$ cat src/rtl/perceptron_train_ctrl_pkg.sv
// Shared definitions for the perceptron training sequencer: FSM state
// encoding and default sizing for the sample walk and epoch counters.
package perceptron_train_ctrl_pkg;

    // One state per phase of the 3-cycle sample walk, plus epoch wrap-up.
    typedef enum logic [2:0] {
        S_IDLE      = 3'd0,
        S_ADDR      = 3'd1,
        S_LOAD      = 3'd2,
        S_EVAL      = 3'd3,
        S_EPOCH_END = 3'd4,
        S_DONE      = 3'd5
    } state_t;

    localparam int DEF_NSAMPLES  = 100;
    localparam int DEF_ADDR_W    = 7;
    localparam int DEF_MAX_EPOCH = 64;
    localparam int DEF_EPOCH_W   = 7;

endpackage

$ cat src/rtl/perceptron_sample_cnt.sv
// Sample index counter for the epoch walk. Counts 0..NSAMPLES-1, flags the
// last sample and stops there; a synchronous clear restarts the walk.
module perceptron_sample_cnt
    import perceptron_train_ctrl_pkg::*;
#(
    parameter int NSAMPLES = DEF_NSAMPLES,
    parameter int ADDR_W   = DEF_ADDR_W
) (
    input  logic              clk,
    input  logic              rst,
    input  logic              clr,
    input  logic              inc,
    output logic [ADDR_W-1:0] idx,
    output logic              last
);

    logic [ADDR_W-1:0] idx_q, idx_d;

    assign last = (idx_q == ADDR_W'(NSAMPLES - 1));
    assign idx  = idx_q;

    // Next index: clear wins, otherwise step unless already on the last sample.
    always_comb begin
        idx_d = idx_q;
        if (clr) begin
            idx_d = '0;
        end else if (inc && !last) begin
            idx_d = idx_q + ADDR_W'(1);
        end
    end

    // Index register.
    always_ff @(posedge clk) begin
        if (rst) begin
            idx_q <= '0;
        end else begin
            idx_q <= idx_d;
        end
    end

endmodule

$ cat src/rtl/perceptron_train_ctrl.sv
// Sequencing FSM for single-layer perceptron training. Walks the sample
// memory once per epoch (ADDR -> LOAD -> EVAL per sample), fires a weight
// update on every misclassification, and stops on the first error-free
// epoch or when the epoch limit is reached.
module perceptron_train_ctrl
    import perceptron_train_ctrl_pkg::*;
#(
    parameter int NSAMPLES  = DEF_NSAMPLES,
    parameter int ADDR_W    = DEF_ADDR_W,
    parameter int MAX_EPOCH = DEF_MAX_EPOCH,
    parameter int EPOCH_W   = DEF_EPOCH_W
) (
    input  logic               clk,
    input  logic               rst,
    input  logic               start,
    input  logic               eq,
    output logic [ADDR_W-1:0]  sample_addr,
    output logic               ldX1,
    output logic               ldX2,
    output logic               ldT,
    output logic               ldW1,
    output logic               ldW2,
    output logic               ldB,
    output logic               busy,
    output logic               done,
    output logic               converged,
    output logic [EPOCH_W-1:0] epoch_count,
    output logic [EPOCH_W-1:0] err_count
);

    localparam logic [EPOCH_W:0] MAX_EPOCH_X = (EPOCH_W + 1)'(MAX_EPOCH);

    state_t             state_q, state_d;
    logic               busy_q, busy_d;
    logic               done_q, done_d;
    logic               conv_q, conv_d;
    logic [EPOCH_W-1:0] epoch_q, epoch_d;
    logic [EPOCH_W-1:0] err_q, err_d;

    logic               idx_clr, idx_inc, idx_last;
    logic [ADDR_W-1:0]  idx;

    // Widened so the limit compare cannot alias when epoch_q is all-ones.
    logic [EPOCH_W:0]   epoch_next_x;
    logic               upd;

    perceptron_sample_cnt #(
        .NSAMPLES (NSAMPLES),
        .ADDR_W   (ADDR_W)
    ) u_sample_cnt (
        .clk  (clk),
        .rst  (rst),
        .clr  (idx_clr),
        .inc  (idx_inc),
        .idx  (idx),
        .last (idx_last)
    );

    assign epoch_next_x = {1'b0, epoch_q} + (EPOCH_W + 1)'(1);
    assign upd          = (state_q == S_EVAL) && !eq;

    // The index only moves in EVAL/EPOCH_END, so it is stable across ADDR and LOAD.
    assign sample_addr = idx;
    assign ldX1        = (state_q == S_LOAD);
    assign ldX2        = (state_q == S_LOAD);
    assign ldT         = (state_q == S_LOAD);
    assign ldW1        = upd;
    assign ldW2        = upd;
    assign ldB         = upd;
    assign busy        = busy_q;
    assign done        = done_q;
    assign converged   = conv_q;
    assign epoch_count = epoch_q;
    assign err_count   = err_q;

    // Next-state and registered-output decode for the training sequence.
    always_comb begin
        state_d = state_q;
        busy_d  = busy_q;
        done_d  = 1'b0;
        conv_d  = conv_q;
        epoch_d = epoch_q;
        err_d   = err_q;
        idx_clr = 1'b0;
        idx_inc = 1'b0;
        unique case (state_q)
            S_IDLE: begin
                if (start) begin
                    state_d = S_ADDR;
                    busy_d  = 1'b1;
                    conv_d  = 1'b0;
                    epoch_d = '0;
                    err_d   = '0;
                    idx_clr = 1'b1;
                end
            end
            S_ADDR: state_d = S_LOAD;
            S_LOAD: state_d = S_EVAL;
            S_EVAL: begin
                if (!eq && (err_q != '1)) begin
                    err_d = err_q + EPOCH_W'(1);
                end
                if (idx_last) begin
                    state_d = S_EPOCH_END;
                end else begin
                    idx_inc = 1'b1;
                    state_d = S_ADDR;
                end
            end
            S_EPOCH_END: begin
                if (epoch_q != '1) begin
                    epoch_d = epoch_next_x[EPOCH_W-1:0];
                end
                if (err_q == '0) begin
                    state_d = S_DONE;
                    busy_d  = 1'b0;
                    done_d  = 1'b1;
                    conv_d  = 1'b1;
                end else if (epoch_next_x == MAX_EPOCH_X) begin
                    state_d = S_DONE;
                    busy_d  = 1'b0;
                    done_d  = 1'b1;
                    conv_d  = 1'b0;
                end else begin
                    state_d = S_ADDR;
                    err_d   = '0;
                    idx_clr = 1'b1;
                end
            end
            S_DONE:  state_d = S_IDLE;
            default: state_d = S_IDLE;
        endcase
    end

    // FSM state and registered status outputs.
    always_ff @(posedge clk) begin
        if (rst) begin
            state_q <= S_IDLE;
            busy_q  <= 1'b0;
            done_q  <= 1'b0;
            conv_q  <= 1'b0;
            epoch_q <= '0;
            err_q   <= '0;
        end else begin
            state_q <= state_d;
            busy_q  <= busy_d;
            done_q  <= done_d;
            conv_q  <= conv_d;
            epoch_q <= epoch_d;
            err_q   <= err_d;
        end
    end

endmodule

$ cat config.mk
export PLATFORM = sky130hd
export DESIGN_NAME = perceptron_train_ctrl
export DESIGN_NICKNAME = d
export VERILOG_FILES = /design/src/rtl/perceptron_train_ctrl_pkg.sv /design/src/rtl/perceptron_sample_cnt.sv /design/src/rtl/perceptron_train_ctrl.sv
export SDC_FILE = /design/constraint.sdc
export NUM_CORES = 1
export LEC_CHECK = 0
export CORE_MARGIN = 4
export CORE_UTILIZATION = 35
export DETAILED_ROUTE_END_ITERATION = 7
export MAX_ROUTING_LAYER = met4
export SLEW_MARGIN = 20
export SYNTH_ARGS = -nofsm -noshare
export SYNTH_HDL_FRONTEND = slang
export SYNTH_SLANG_ARGS = --single-unit
$ cat constraint.sdc
create_clock -name clk -period 2.2 [get_ports clk]
set_input_delay 0.55 -clock clk [delete_from_list [all_inputs] [get_ports clk]]
set_output_delay 0.55 -clock clk [all_outputs]
set_load 0.05 [all_outputs]
==> metrics.yaml <==
floorplanning:
  die_w_um: 72.06
  io_pins: 34
  die_y_um: 72.06
  fp-row-count: 23
  initial_core_util: 0.3617
  die-area_um2: 5193
  core-area_um2: 3971
clock_network:
  clockBufferDepth: 2
  cts-hold-fix-buffers: 0
  cts-root-buf: "clkbuf_8"
  clock_sinks: 27
  htree_levels: 1
  numCtsBuffers: 3
  insertion_delay_ns: 0.27
  path_clk_slew_ns: 0.09
  cts_tree: "built"
worst_setup_path:
  r2r_setup_slack_ns: 0.24
  path_max_fanout: 6
  cp_cell_sequence: "clkdlybuf4s50_1 -> and4bb_2 -> buf_12"
  cp_top_family: "buffers and inverters"
  cp_num_buf_inv: 2
  cp-end-kind: "output port"
  slowest_delay_ns: 0.46
  worstSetupPathType: "input pin to output port"
  required_ns: 1.65
  worstSetupStartpointType: "input pin"
  cp.arrival_ns: 1.61
  critPathSlowestCell: "and4bb_2"
drt:
  dr_total_vias: 1315
  wl_per_cell_um: 14.28
  first_pass_iters: 4
  drc_errors: 0
  ant_nets: 0
  viasPerCell: 5.346
  wirelength_mm: 3.512
  drt_iter0_drc: 61
global_routing:
  overflow: 0
  use_met3: 0.02078
  grt_usage: 0.1422
  grtUsageMet2: 0.2417
  grt_pass1_vias: 1301
  antenna_found_initial: 0
  grt.met1_usage: 0.1791
  grt_pass1_wl_mm: 5.961
  top_usage_layer: "met2"
  grt_max_degree: 15
timing:
  setup_violations: 0
  fin_crit_ns: 2.159
  rsz0062_at_grt: "no"
  max_freq_ghz: 0.4631
  max_slew_margin: 0.6613
  finalCritPeriodShare: 0.9815
  hold_viol: 0
  tightestPinTransition_ns: 0.5072
  drv_slew: 0
  clock-skew-final_ns: 0.003964
layout:
  drive_gt1_frac: 0.1378
  area_delta_synth_final_pct: 33.71
  num_antenna_cells: 0
  fin_nets: 205
  multi_input_area_um2: 815.8
  final-seq-area_um2: 540.5
  fill_cells: 381
  utilization: 0.4836
pwr:
  ir_drop_mv: 0.3387
  powerDensity_nw_per_um2: 524.4
  p_total_mw: 1.007
  power_leakage_nw: 0.6928
logic_synthesis:
  avgSynthCellArea_um2: 8.812
  syn-cell-area_um2: 1436
  synth_edf_count: 0
  async_flop_share: 0
  synth_top_family_by_area: "simple AND/OR/NAND/NOR gates"
  ys_seq_area_frac: 0.3763
  synth.cells.most_frequent: "27 x dfxtp_1, 20 x nor2_1, 12 x a21oi_1, 8 x nand2_1"
  synth_top_cell_by_area: "dfxtp_1"
  synth_top_area_frac: 0.3763
  synth.area.mux_share: 0.02178
  synth_fa_ha_area_frac: 0.03484
  synthDistinctLibCells: 43
  syn-num-nets: 171
  synthXorXnorAreaFrac: 0.04268
  synthTopCellsByArea: "dfxtp_1 38%, nor2_1 5.2%, a21oi_1 4.2%, ha_1 3.5%, xor2_1 3.0%"
  yosysMostFrequentCell: "dfxtp_1"
  synth-simple-area-share: 0.2892
  synth-compound-area-share: 0.1716
  synth_ff_type: "dfxtp_1"
  synth-seq-cells: 27
  synthCells: 163
  synth-warning-count: 0
placed_design:
  gp_congestion: 0.8285
  hpwl_mm: 2.701
  port_buffers: 33
worst_hold_path:
  hold_class: "flop to flop"
job:
  cap_violations: 0
outcome:
  status: "finished, final reports clean"
stage by stage:
step	hold WS, ns	worst slack, ns	instances	instance area (um^2)	TNS (ns)
2_1_floorplan	0.5854	0.09144	163	1441	0
3_3_place_gp	0.4958	0.05717	242	1867	0
3_5_place_dp	0.4910	-0.003631	242	1867	-0.006648
4_1_cts	0.5183	0.03602	246	1912	0
5_1_grt	0.5475	0.01818	246	1921	0
6_report	0.5057	0.04073	246	1921	0
tightest hold or removal path, delay by kind of cell (launching register included):
family | cells | cell delay (ns)
and+or+nand+nor | 1 | 0.07
DFF | 1 | 0.34
AOI/OAI and AO/OA | 1 | 0.06
power breakdown:
part	switching [mW]	internal, mW	total (mW)
clock network	0.158	0.130	0.288
registers	0.0202	0.498	0.518
logic	0.116	0.0856	0.202
total	0.294	0.713	1.01
state kept, by name, indices dropped and copies added, names as in the netlist:
register and flops:
epoch_count 7, state_q 3, converged 1, err_count 7, u_sample_cnt.idx 7, busy 1, done 1
routing by layer:
| layer | up-vias | share of wire |
|---|---|---|
| li1 | 655 | - |
| met1 | 625 | 0.47 |
| met2 | 31 | 0.49 |
| met3 | 4 | 0.031 |
| met4 | 0 | 0.0057 |
| met5 | - | 0 |
area by class of cell:
class | instances | area share
timing repair buffer | 40 | 0.2319
sequential | 27 | 0.2814
clock buffer | 4 | 0.02345
multi-input combinational | 122 | 0.4248
inverter | 3 | 0.005863
tap | 50 | 0.03257
layout by cell type, fill, tap and decap left out, types with 4 or more instances in the layout:
cell type        instances
nand3_1                  5
nand3b_1                 5
buf_4                    7
o21ai_0                  5
nand2b_1                 4
buf_12                   6
clkdlybuf4s50_1         26
nor3_1                   5
ha_1                     4
and3_1                   5
dfxtp_1                 27
nor2_1                  20
xor2_1                   5
a21oi_1                 12
nand2_1                  8
nand4_1                  5
cell families after synthesis:
group | count (synthesis)
compound gates | 36
xor+xnor | 7
fa+ha+maj | 4
buf+inv | 14
flops | 27
mux | 3
simple gates | 72
final timing paths:
| check | from | to | cells after the start |
|---|---|---|---|
| setup / recovery | eq | ldW2 | 3 |
| hold / removal | busy | busy | 2 |
| setup reg to reg | state_q[0] | epoch_count[5] | 5 |
| hold reg to reg | busy | busy | 2 |
repair_timing:
action	in CTS	in global routing
buffers inserted	0	0
resized for setup	0	2
endpoints found under the hold margin	0	0
setup endpoints to repair	0	4
Power figures use the tool's default switching activity.
